## src/rtl/slow_clk_pkg.sv

```systemverilog
// slow_clk_pkg: shared FSM states and default sizing for slow_clock_meter
package slow_clk_pkg;
  typedef enum logic {WAIT_FIRST, MEASURE} state_t;
  localparam int DEF_CNT_W = 32;
  localparam logic [31:0] DEF_TIMEOUT = 32'd900000000;
endpackage

```

## src/rtl/sync_edge_detect.sv

```systemverilog
// sync_edge_detect: 2-flop synchronizer plus history flop with rise/fall strobes
module sync_edge_detect (
  input  logic clock_in,
  input  logic reset,
  input  logic d,
  output logic rise,
  output logic fall
);
  logic [2:0] sync;
  always_ff @(posedge clock_in)
    sync <= reset ? 3'b000 : {sync[1:0], d};
  // sync[0] may be metastable; edges are taken only from sync[1] vs sync[2]
  assign rise = sync[1] & ~sync[2];
  assign fall = ~sync[1] & sync[2];
endmodule

```

## src/rtl/slow_clock_meter.sv

```systemverilog
// slow_clock_meter: measures period and high time of slow_in in clock_in cycles.
// Define SLOW_CLK_TIMEOUT_EN to build the stall detector.
module slow_clock_meter
  import slow_clk_pkg::*;
#(
  parameter int          CNT_W   = DEF_CNT_W,
  parameter logic [31:0] TIMEOUT = DEF_TIMEOUT
) (
  input  logic             clock_in,
  input  logic             reset,
  input  logic             slow_in,
  input  logic             period_ack,
  output logic [CNT_W-1:0] period_out,
  output logic [CNT_W-1:0] high_out,
  output logic             period_valid,
  output logic             rise_pulse,
  output logic             overrun,
  output logic             stalled
);
  state_t state, state_nxt;
  logic rise, fall, result;
  logic [CNT_W-1:0] count, count_inc, high_pend;
  sync_edge_detect u_sync (
    .clock_in(clock_in),
    .reset(reset),
    .d(slow_in),
    .rise(rise),
    .fall(fall)
  );
  assign count_inc = &count ? count : count + 1'b1;
  assign result = rise && state == MEASURE;
  always_ff @(posedge clock_in)
    state <= reset ? WAIT_FIRST : state_nxt;
  always_comb state_nxt = rise ? MEASURE : state;
  always_ff @(posedge clock_in)
    if (reset) begin
      count        <= '0;
      high_pend    <= '0;
      period_out   <= '0;
      high_out     <= '0;
      period_valid <= 1'b0;
      rise_pulse   <= 1'b0;
      overrun      <= 1'b0;
    end else begin
      rise_pulse <= rise;
      count      <= rise ? '0 : state == MEASURE ? count_inc : count;
      if (fall && state == MEASURE) high_pend <= count_inc;
      // an accepting ack frees the slot in the same cycle a new result arrives
      if (result && (!period_valid || period_ack)) begin
        period_out   <= count_inc;
        high_out     <= high_pend;
        period_valid <= 1'b1;
      end else if (result) overrun <= 1'b1;
      else if (period_ack) period_valid <= 1'b0;
    end
`ifdef SLOW_CLK_TIMEOUT_EN
  logic [31:0] stall_cnt;
  always_ff @(posedge clock_in)
    if (reset) begin
      stall_cnt <= '0;
      stalled   <= 1'b0;
    end else begin
      stall_cnt <= rise ? '0 : stalled ? stall_cnt : stall_cnt + 1'b1;
      stalled   <= !rise && (stalled || stall_cnt == TIMEOUT - 1'b1);
    end
`else
  assign stalled = 1'b0;
`endif
endmodule

```

## config.mk

```make
export PLATFORM = sky130hd
export DESIGN_NAME = slow_clock_meter
export DESIGN_NICKNAME = d
export VERILOG_FILES = /design/src/rtl/slow_clk_pkg.sv /design/src/rtl/sync_edge_detect.sv /design/src/rtl/slow_clock_meter.sv
export SDC_FILE = /design/constraint.sdc
export NUM_CORES = 1
export LEC_CHECK = 0
export CAP_MARGIN = 20
export CELL_PAD_IN_SITES_DETAIL_PLACEMENT = 1
export CELL_PAD_IN_SITES_GLOBAL_PLACEMENT = 1
export CORE_MARGIN = 5
export CORE_UTILIZATION = 35
export DETAILED_ROUTE_END_ITERATION = 10
export PLACE_DENSITY_LB_ADDON = 0.1
export SLEW_MARGIN = 0
export SYNTH_ARGS = -nofsm -noshare
export SYNTH_HDL_FRONTEND = slang
export SYNTH_SLANG_ARGS = --single-unit
export TNS_END_PERCENT = 10
```

## constraint.sdc

```tcl
create_clock -name clock_in -period 5.5 [get_ports clock_in]
set_clock_uncertainty 0.15 [all_clocks]
set_input_delay 0.55 -clock clock_in [delete_from_list [all_inputs] [get_ports clock_in]]
set_output_delay 0.55 -clock clock_in [all_outputs]
set_load 0.02 [all_outputs]
```

==> results.txt, run 1 <==
After layout, the worst path uses 57.0% of the clock period. The buffers plus inverters on the worst setup path is 1. The worst hold path was traced through 2 stages. The first global-routing pass estimated 31500 um of wire. The worst hold path begins at high_out[0].

The worst-case headroom to the max-slew limit came out at 36.2%. The TritonCTS clock tree is done. The sum of routed wire length over all layers came out at 20000 um. The final max-slew violation count came to 0. Counting every net in the synthesized netlist gives 750.

0 antenna diodes ended up in the layout. After clock tree synthesis, the repair step resized 0 gates. The total congestion overflow is 0. The netlist uses 47 different library cells. The number of maximum-capacitance violations came out at 0. For this run, global-route usage on met2 was measured as 31.1%.

The number of antenna violations at the first check in global routing is 0. Synthesis inferred 135 register bits. The clock period minus final worst setup slack is roughly 3.1 ns. The tree built by TritonCTS fans out to between 100 and 150 sinks. Summed over all cells, the static leakage comes to 0.00218 uW.

The pin count of the biggest net entering global routing came out at 113. met2 is the most crowded layer. The area occupied by multi-input gates came out at 3080 sq um. In this run, the number of DRC markers left after iteration 0 of detailed routing was 228.

The top cell type by total area after synthesis is sky130_fd_sc_hd__dfxtp_1. The number of cell instances on the worst register-to-register path is 6. In this run, synthesis inferred 0 flip-flops with an integrated enable. The number of buffers created by CTS came out at 17. The share of the yosys chip area belonging to registers came out at 44.7%. For met3 alone, demand over resource in global routing was 3.13%. The fraction of final layout cells sized beyond drive strength 1 is 6.84%. The worst setup path is launched from a register.

The total global routing track utilization came out at 20.0%. The global-route track usage on met1 came out at between 20% and 30%. The startpoint identified for the worst register-to-register timing path is count[14]. STA classifies the critical path endpoint as a register. Counting stages on the worst path, the most repeated cell is sky130_fd_sc_hd__or4_1. After synthesis, the largest area contributor takes up 44.7% of total cell area. The highest achievable clock rate came out at 319 MHz. The total area inside the core boundary comes to 17100 sq um.

At the worst endpoint, the required time is 5.63 ns. The peak fanout along the critical path is 31. Setup repair after global routing left no endpoint under its margin. In the final timing run, aggregate negative setup slack is 0 ns. The arrival time at the worst endpoint came out at 3.26 ns. The via count of the first global-routing pass came out at 5496. The detailed-route DRC error count came out at 0. The worst vdd rail ir drop came out at 0.219 mV. The async set-reset flop share out of synthesis is 0%. The post-detailed-route count of antenna-violating nets came out at 0.

The number of instances in the synthesized netlist came out at 745. The total half-perimeter wirelength after legalization and detailed placement is 14300 um. The via count of the routed design is between 5000 and 6000. The run finished with clean final reports.

After synthesis, the cell types taking the most area are sky130_fd_sc_hd__dfxtp_1 (45%), sky130_fd_sc_hd__nand2_1 (6.4%), sky130_fd_sc_hd__a21oi_1 (5.7%). The detail-routed via count per cell is 5.58. The number of instances in the placed design is 980. The internal reg-to-reg setup slack came out at 2.37 ns. The number of standard-cell rows in the floorplan is 48. On the critical path, the stage with the largest delay is an instance of sky130_fd_sc_hd__or4_1.

The number of hold buffers added after cts is 0. Among cell families on the critical path, the largest total delay comes from simple AND/OR/NAND/NOR gates. In this run the worst hold path is classified as reg2reg. The starting utilization of the core area is 35.3%.

The sequential cells in the finished layout cover a total of 2700 sq um. The most used flip-flop cell after synthesis is sky130_fd_sc_hd__dfxtp_1. The quantity of I/O buffers inserted on ports came out at 70. Post-CTS timing repair inserted 0 buffers for setup.

The kind of critical path is reg2reg. The number of hold violations in the final report was 0. From synthesis to final layout, the design area changed by 24.2%. The cell area power density is 301 nW/um^2. During synthesis, Yosys emitted a total of 0 warnings.

The final non-filler cell total came out at 1015. The H-tree level count came out at 4. The average wire per standard cell came out at 19.7 um. The reg-to-reg critical path endpoint is count[13]. Walking the worst path, the cells encountered are nand4_2 -> or4_1 -> o31ai_2 -> buf_4 -> or4_1 -> a21oi_1. The number of fill cells in the layout is 2003. For this run, the share of the core covered by cells in the final layout is 43.9%. The slew at the pin closest to its max-slew limit came out at roughly 0.95 ns. The first detailed-routing pass ran for 4 iterations. The die outline width is 141 um. The maximum clock path buffer count is 2. In this run the vertical extent of the chip is 141 um. The clock latency reported for the late side of the worst-skew pair is 0.43 ns. In the synthesized netlist, the cells that appear most often are sky130_fd_sc_hd__dfxtp_1 (135), sky130_fd_sc_hd__nand2_1 (103), sky130_fd_sc_hd__a21oi_1 (69). The number of placed I/O pins is 72. In the post-synthesis netlist, the cell with the most instances is sky130_fd_sc_hd__dfxtp_1. The CTS clock-pin slew for the worst setup and hold paths came out at 0.07 ns.

The combined area of all synthesized cells is 6040 sq um. The largest incremental delay on the critical path came out at 0.74 ns. The tree is rooted in a sky130_fd_sc_hd__clkbuf_16. The final count of negative-setup-slack endpoints came out at 0. The number of nets in the finished design is approximately 800.

After synthesis, the mean cell area works out to roughly 8.1 sq um. The die covers 20000 sq um. The worst hold path terminates at high_out[0]. The congestion estimate from routability-driven global placement came to 0.862.
## cell type report
type	instances	area share (%)
multi-input combinational	539	41.0
sequential	135	36.0
timing repair buffer	79	10.6
clock buffer	18	5.85
tap	225	3.75
clock inverter	14	2.52
inverter	5	0.250
## flip-flops by register name, indices dropped and copies added (netlist names)
register	count
period_out	32
u_sync.sync	3
state	1
high_out	32
overrun	1
count	32
period_valid	1
high_pend	32
rise_pulse	1
## cell usage in the layout (no fill, tap or decap), drive strengths merged, types with 4 or more instances in the layout
cell | synthesis | layout
dfxtp | 135 | 135
buf | 13 | 9
nor2b | 6 | 6
or3 | 23 | 23
o211ai | 4 | 4
nand2 | 103 | 103
nor3 | 18 | 18
nand3 | 22 | 22
mux2i | 4 | 4
a311oi | 20 | 20
or2 | 5 | 5
a21oi | 69 | 69
and3 | 6 | 6
or4 | 16 | 16
and4 | 9 | 9
a211oi | 29 | 29
inv | 5 | 11
o31ai | 14 | 14
nor4 | 13 | 13
xor2 | 4 | 4
and2 | 5 | 5
o21ai | 29 | 29
clkdlybuf4s50 | 0 | 69
nand4 | 18 | 18
xnor2 | 13 | 13
nand3b | 8 | 8
clkbuf | 53 | 19
nor2 | 68 | 68
a31oi | 10 | 10
## worst reg2reg max path: cells and delay by family (launching register included)
family                 cells  cell delay, ns
flip-flops                 1            0.54
AO/OA/AOI/OAI              2            0.76
AND/OR/NAND/NOR            3            1.13
buffers and inverters      1            0.41
## routing by layer
layer | share of wire [%] | vias to the layer above
met4 | 2.2 | 0
met1 | 50 | 2770
met5 | 0 | -
met2 | 45 | 86
li1 | - | 2779
met3 | 3.3 | 27
## metrics by stage
step	hold WS [ns]	setup slack (ns)	area, sq um	power [uW]
final	0.304	2.37	7510	2260
after global routing	0.327	2.16	7510	2340
after CTS	0.306	2.38	7450	2280
after detailed placement	0.289	2.39	6830	1070
after global placement	0.276	2.49	6830	1060
after floorplan	0.264	3.10	6040	1050
## worst max path at each step
stage	end	depth (start not counted)	slack [ns]	startpoint
floorplan	count[12]	7	3.10	count[0]
global placement	count[13]	6	2.49	count[14]
detailed placement	count[13]	6	2.39	count[14]
CTS	count[13]	6	2.38	count[14]
global route	count[31]	6	2.16	count[14]
finish	count[13]	6	2.37	count[14]
## cell families after synthesis
kind of cell / synth area share [%]
flip-flops: 44.7
adder cells (fa/ha/maj): 0.207
AO/OA/AOI/OAI: 19.9
XOR/XNOR: 2.46
multiplexers: 0.663
AND/OR/NAND/NOR: 27.2
other: 0.0621
buffers and inverters: 4.72
## report_power, final
part	internal, uW	leakage, uW	switching, uW
Combinational	17.1	0.000795	38.7
Clock	739	0.000302	473
Sequential	984	0.00109	6.32
Note: power is estimated with default switching activity, not from simulation.
==> inputs of run 2 (changes only) <==
Clock period 5.5 ns to 2.7 ns, I/O delays scaled along.
==> run 2 against run 1 <==
  * Sequential cell count did not move
  * Cell area rose by 4.8%
  * Combinational power rose by 120%
  * Sequential power rose by 100%
  * Via count rose by 3.0%
  * Final cell count rose by 4.4%
  * Critical path depth fell by 1
  * Sequential share of layout area fell by 1.7 points
  * Critical endpoint is now period_out[17]
  * Largest cell class unchanged
==> results.txt, run 2 (synthesized netlist as in run 1, its figures left out) <==
The peak fanout along the critical path is 8. The worst-case headroom to the max-slew limit came out at 50.0%. The sum of routed wire length over all layers is 21200 um. The highest achievable clock rate is 389 MHz. The flow ran to the end, and the final reports show no timing, DRC or antenna violations. The floorplan has 48 rows. The critical path launch point type is a register. The H-tree level count came out at 4. The layer with the highest usage is met2. Leaving out filler cells and counting taps, the final layout contains 1060.

The signal on the critical path passes through nand4_2 -> or4_4 -> o311ai_0 -> xor2_1 -> a211oi_1. In the layout the commonest cells are sky130_fd_sc_hd__dfxtp_1 (135), sky130_fd_sc_hd__nand2_1 (103), sky130_fd_sc_hd__a21oi_1 (69), sky130_fd_sc_hd__clkdlybuf4s50_1 (69), sky130_fd_sc_hd__nor2_1 (66). The detailed-routing iteration count for the pre-antenna-repair pass came out at 5. The number of antenna violations at the first check in global routing was 0. The layout overhead on the synthesized area came out at 30.2%. The final setup TNS came out at 0 ns.

The via count of the routed design came out at 5830. On the critical path the largest part of the delay comes from simple AND/OR/NAND/NOR gates. The number of hold violations in the final report came out at 0.

Buffers inserted during clock tree synthesis total 17. Clock-pin slew was measured on the worst setup and hold paths at 0.06 ns. The post-route standard cell area excluding fillers is ~8000 sq um. The global-route track usage on met1 is 30.5%. The arrival time at the worst endpoint is 2.70 ns. The final antenna diode count came out at 0. The area of the die is 20000 sq um. The number of instances in the placed design is about 1000. The quantity of I/O buffers inserted on ports came out at 70. The final count of negative-setup-slack endpoints came out at 0. The flip-flop and latch area is 2700 sq um. The final max-slew violation count was 0. The number of buffers and inverters on the critical path is 0. Dividing the detail-routed wire length by the instance count gives about 20 um. The largest incremental delay on the critical path is between 0.6 and 0.7 ns. The starting DRC count in detailed routing came out at around 290. The fraction of final layout cells sized beyond drive strength 1 is 12.3%.

The global routing met2 resource utilization came out at 33.9%. The total congestion overflow is 0. The starting utilization of the core area is 35.3%. The routability congestion estimate from global placement came out at 0.928.

The total global routing track utilization came out at between 20% and 30%. The via count of the first global-routing pass came out at 5822. STA puts the critical path data required time at ~2.8 ns. The cell at the slowest stage of the critical path is sky130_fd_sc_hd__or4_4.

The post-detailed-route count of antenna-violating nets came out at 0. The worst vdd rail ir drop came out at 0.452 mV. In the routed design, unresolved DRC markers number 0.

The layout has between 2000 and 2500 filler cells. For this run, the share of the core covered by cells in the final layout is 46.0%. The number of placed I/O pins is 72. The TritonCTS clock tree is done. The die outline width came out at 141 um.

The cell area power density came out at 586 nW/um^2. The total cell area at the placement stage came out at 7210 sq um. The clock root buffer is sky130_fd_sc_hd__clkbuf_16. The worst setup path is captured at a register. The total half-perimeter wirelength after legalization and detailed placement is 15900 um. The worst setup path is of the reg2reg kind. The number of maximum-capacitance violations came out at 0. The final critical-path share of the clock period is a little over nine tenths. In this run, post-CTS hold repair placed 0 buffers. The clock sink count is 135. The first global-routing pass estimated 33500 um of wire. The clock latency reported for the late side of the worst-skew pair is 0.42 ns. The area occupied by multi-input gates is approximately 3100 sq um. The area inside the core boundary came out at 17100 sq um. The pin count of the biggest net entering global routing is 85.

Measured along the y axis, the die boundary spans 141 um. For this run, the post-layout net count is 827. The slew at the pin closest to its max-slew limit is about 0.75 ns. Leaving out fill and tap cells, the most frequent cell in the layout is sky130_fd_sc_hd__dfxtp_1.

The min-delay analysis places its worst path in the category in2reg. The clock passes through at most 2 buffers. The met3 layer usage reported by global route is 2.73%.

The clock period minus final worst setup slack came out at 2.57 ns. Summed over all cells, the static leakage comes to 0.00243 uW. The detail-routed via count per cell came out at 5.50.
[run 2: cell count changes in the layout (fill, tap and decap cells not counted), sizes merged]
cell,delta
clkbuf,-1
buf,+46
[run 2: timing repair]
action	4_1_cts	5_1_grt
buffers inserted	0	0
endpoints found under the hold margin	0	0
gates resized for setup	0	6
setup endpoints to repair	0	32
[run 2: final timing paths]
kind / start / endpoint / slack, ns / cells after the start
min: reset / high_pend[2] / 0.08 / 2
min reg2reg: high_out[4] / high_out[4] / 0.30 / 2
max: count[16] / period_out[17] / 0.13 / 5
max reg2reg: count[16] / period_out[17] / 0.13 / 5
[run 2: final cells by class]
class / instances / area share, %
well taps: 225 / 3.58
flip-flops and latches: 135 / 34.4
repair buffers: 124 / 14.4
clock buffers: 18 / 5.58
multi-input cells: 539 / 39.5
inverters: 5 / 0.239
clock inverters: 14 / 2.40
[run 2: report_power, final]
group	switching [uW]	internal, uW
Sequential	11.1	2000
Combinational	84.4	40.3
Clock	968	1510
[run 2: per-stage QoR]
stage          hold WS (ns)  total power [uW]  setup slack [ns]
3_5_place_dp          0.296              2180            0.0126
4_1_cts              0.0622              4660           0.00523
6_report             0.0774              4610             0.131
3_3_place_gp          0.276              2180             0.132
2_1_floorplan         0.248              2130             0.302
5_1_grt              0.0817              4750          -0.00490
[run 2: worst register-to-register path: stages (launching register included)]
cell and delay, ns:
sky130_fd_sc_hd__dfxtp_1 0.47, sky130_fd_sc_hd__nand4_2 0.21, sky130_fd_sc_hd__or4_4 0.64, sky130_fd_sc_hd__o311ai_0 0.46, sky130_fd_sc_hd__xor2_1 0.37, sky130_fd_sc_hd__a211oi_1 0.13
[run 2: layer usage]
layer  up-vias  routed length, um
met4         0                229
met3        19                825
li1       2875                  -
met5         -                  0
met2        89               9840
met1      2847              10300
==> inputs of run 3 (changes only) <==
Settings changed: ABC_AREA set to 1.
==> run 3 against run 2 <==
  * Sequential share of layout area rose by 1.7 points
  * Die area barely moved
  * Setup slack improved by 0.19 ns
  * Largest cell class is now sequential cells
  * Worst hold slack improved by 0.11 ns
==> results.txt, run 3 <==
Dividing the synthesized area by the synthesized cell count gives 6.75 sq um. The via count of the first global-routing pass is 5818. The final critical-path share of the clock period came out at roughly 90%. The worst path required time came out at 2.91 ns.

The class of the worst hold path is in2reg. The arrival time at the worst endpoint came out at 2.60 ns. The highest achievable clock rate is 419 MHz. The final setup TNS is 0 ns. The number of maximum-capacitance violations is 0. The library cell with the highest instance count after synthesis is sky130_fd_sc_hd__nor2_1. The final max-slew violation count is 0. Summing over every cut layer, the via total after detailed routing is 5822. The H-tree was split into 4 levels.

The starting utilization of the core area is approximately a third. The detailed-routing iteration count for the pre-antenna-repair pass is 4. The cell area power density came out at 628 nW/um^2. The number of distinct library cells after synthesis came out at 25. The post-detailed-route count of antenna-violating nets came out at 0. The CTS clock-pin slew for the worst setup and hold paths is 0.06 ns. The number of standard-cell rows in the floorplan is 48. Setup repair after global routing left no endpoint under its margin. The number of hold violations in the final report came out at 0.

The clock period minus final worst setup slack came out at approximately 2.4 ns. The total congestion overflow came out at 0. The critical path is of the reg2reg type. Synthesis produced a netlist with a net count of 901. In the layout the commonest cells are sky130_fd_sc_hd__nor2_1 (190), sky130_fd_sc_hd__nand2_1 (137), sky130_fd_sc_hd__dfxtp_1 (135), sky130_fd_sc_hd__inv_1 (128), sky130_fd_sc_hd__o21ai_0 (101).

The final count of negative-setup-slack endpoints came out at 0. The internal power of the cells totals 3530 uW. The combinational share of power came out at 5.5%. The first-pass GRT wire length is 31600 um. The relative contribution of sequential cells to total power is about 44%. The area inside the core boundary came out at 17100 sq um.

Per report_power, the clock group accounts for 50.4% of the total. The area of the die came out at 20000 sq um. Entering global routing, the biggest net connects 96 pins. For this block, the initial DRC count from the detailed router was 288. The synthesized design contains 0 enable-type register cells.

In the synthesized netlist the async set-or-reset flop fraction comes to 0%. By area the synthesized netlist is led by sky130_fd_sc_hd__dfxtp_1 (45%), sky130_fd_sc_hd__nor2_1 (12%), sky130_fd_sc_hd__nand2_1 (8.5%). The internal reg-to-reg setup slack came out at 0.32 ns. The number of warnings printed during yosys synthesis is 0. The flow ran to the end, and the final reports show no timing, DRC or antenna violations. The die outline width is 141 um. At the end of routability-driven placement, the weighted congestion stood at 0.960.

The final antenna diode count is 0. The post-placement worst setup slack is around 0.32 ns. The number of antenna violations at the first check in global routing came out at 0.

After layout, the worst setup slack is 0.316 ns. Using the TritonRoute via totals, the vias-per-cell ratio works out to 4.90. Hold repair after CTS inserted 0 buffers. STA classifies the critical path startpoint as a register. TritonCTS built the clock tree.

The quantity of I/O buffers inserted on ports is 70. After synthesis, the most frequently instantiated cells are sky130_fd_sc_hd__nor2_1 (190), sky130_fd_sc_hd__nand2_1 (137), sky130_fd_sc_hd__dfxtp_1 (135). The area growth from synthesis to layout is 24.1%. The total half-perimeter wirelength after legalization and detailed placement came out at 14600 um.

The number of setup buffers added after CTS is 0. The maximum clock path buffer count is 2. Summed over all nets, the switching power comes to roughly 1200 uW.

The routed design has between 15000 and 20000 um of wire. The top cell type by total area after synthesis is sky130_fd_sc_hd__dfxtp_1. The static power due to leakage came out at roughly 0.0032 uW.

The switching portion of total power came out at approximately 25%. The commonest non-fill, non-tap cell in the layout is sky130_fd_sc_hd__nor2_1. In this run the biggest area consumer among cell types represents 44.7% of the synthesized area. The number of placed I/O pins came out at 72. Cells fill 43.8% of the core in the end. The number of clock buffers added by TritonCTS is 17. The clock root buffer is sky130_fd_sc_hd__clkbuf_16.

For the worst-skew pair, the clock arrives at the later sink with an insertion delay of 0.42 ns. The worst setup path is captured at a register. The fraction of final layout cells sized beyond drive strength 1 came out at 6.75%.

Global routing consumed, over all layers together, 20.1% of the routing resources. Counting every instance in the synthesized netlist gives 896. In the synthesized netlist the dominant register cell turns out to be sky130_fd_sc_hd__dfxtp_1. The clock sink count came out at 135. The average wire per standard cell came out at 16.6 um.

The combined area of all synthesized cells came out at 6050 sq um. Measured against its own limit, the worst slew margin works out to 51.8%. The peak fanout along the critical path came out at 45.

The number of synthesized register bits came out at 135. After detailed routing, the number of remaining DRC violations is 0. The number of nets in the finished design is 955. VDD sags by at most 0.463 mV.

The die is 141 um tall. Gates resized during post-CTS repair numbered 0. The slew at the pin closest to its max-slew limit came out at 0.722 ns. The share of the yosys chip area belonging to registers is 44.7%.
[run 3: cell count changes after synthesis, moves of 23 or more]
cell                       change
sky130_fd_sc_hd__inv_1       +123
sky130_fd_sc_hd__or3_1        -23
sky130_fd_sc_hd__nor2_1      +122
sky130_fd_sc_hd__a211oi_1     -29
sky130_fd_sc_hd__clkbuf_1     -27
sky130_fd_sc_hd__o21ai_0      +72
sky130_fd_sc_hd__nand2_1      +34
[run 3: metal layers]
layer,vias up,routed length (um),track usage [%]
li1,2934,-,-
met1,2781,9640,28.3
met2,93,8820,31.6
met3,14,1050,4.25
met4,0,210,4.85
met5,-,0,0
[run 3: per-stage QoR]
step,power [uW],hold slack (ns),instances,area (sq um)
6_report,4720,0.183,1188,7500
5_1_grt,4890,0.221,1188,7500
4_1_cts,4770,0.169,1188,7500
3_5_place_dp,2380,0.249,1156,6900
3_3_place_gp,2380,0.241,1156,6900
2_1_floorplan,2280,0.227,896,6050
[run 3: power groups by stage]
stage	combinational, uW	clock (uW)	sequential [uW]
floorplan	155	0	2130
global placement	252	0	2120
detailed placement	259	0	2120
CTS	261	2430	2080
global route	289	2520	2090
finish	258	2380	2080
[run 3: final cells by class]
cell class                 count  area (sq um)
inverter                     132           495
clock buffer                  18           439
multi-input combinational    584          2640
clock inverter                14           163
sequential                   135          2700
timing repair buffer          80           783
tap                          225           282
fill                        2199          9610
[run 3: worst max-delay path: stages, from the launching register on]
cell	delay [ns]
sky130_fd_sc_hd__dfxtp_1	0.45
sky130_fd_sc_hd__ha_1	0.30
sky130_fd_sc_hd__inv_2	0.11
sky130_fd_sc_hd__nor2_8	0.17
sky130_fd_sc_hd__nand2_4	0.08
sky130_fd_sc_hd__nor2_4	0.17
sky130_fd_sc_hd__nand2_4	0.34
sky130_fd_sc_hd__nand3_1	0.36
sky130_fd_sc_hd__nor2_1	0.08
sky130_fd_sc_hd__nor2_1	0.09
[run 3: final timing paths]
check	start	to	cells after the start
setup reg to reg	count[0]	high_pend[27]	9
setup / recovery	count[0]	high_pend[27]	9
hold reg to reg	u_sync.sync[0]	u_sync.sync[1]	2
hold / removal	reset	period_out[20]	4
[run 3: cells by family after synthesis]
| kind of cell | Yosys count | synth area share [%] |
|---|---|---|
| AND/OR/NAND/NOR | 411 | 29.2 |
| buffers and inverters | 177 | 11.6 |
| other | 1 | 0.0620 |
| adder cells (fa/ha/maj) | 1 | 0.207 |
| AO/OA/AOI/OAI | 171 | 14.2 |
| flip-flops | 135 | 44.7 |
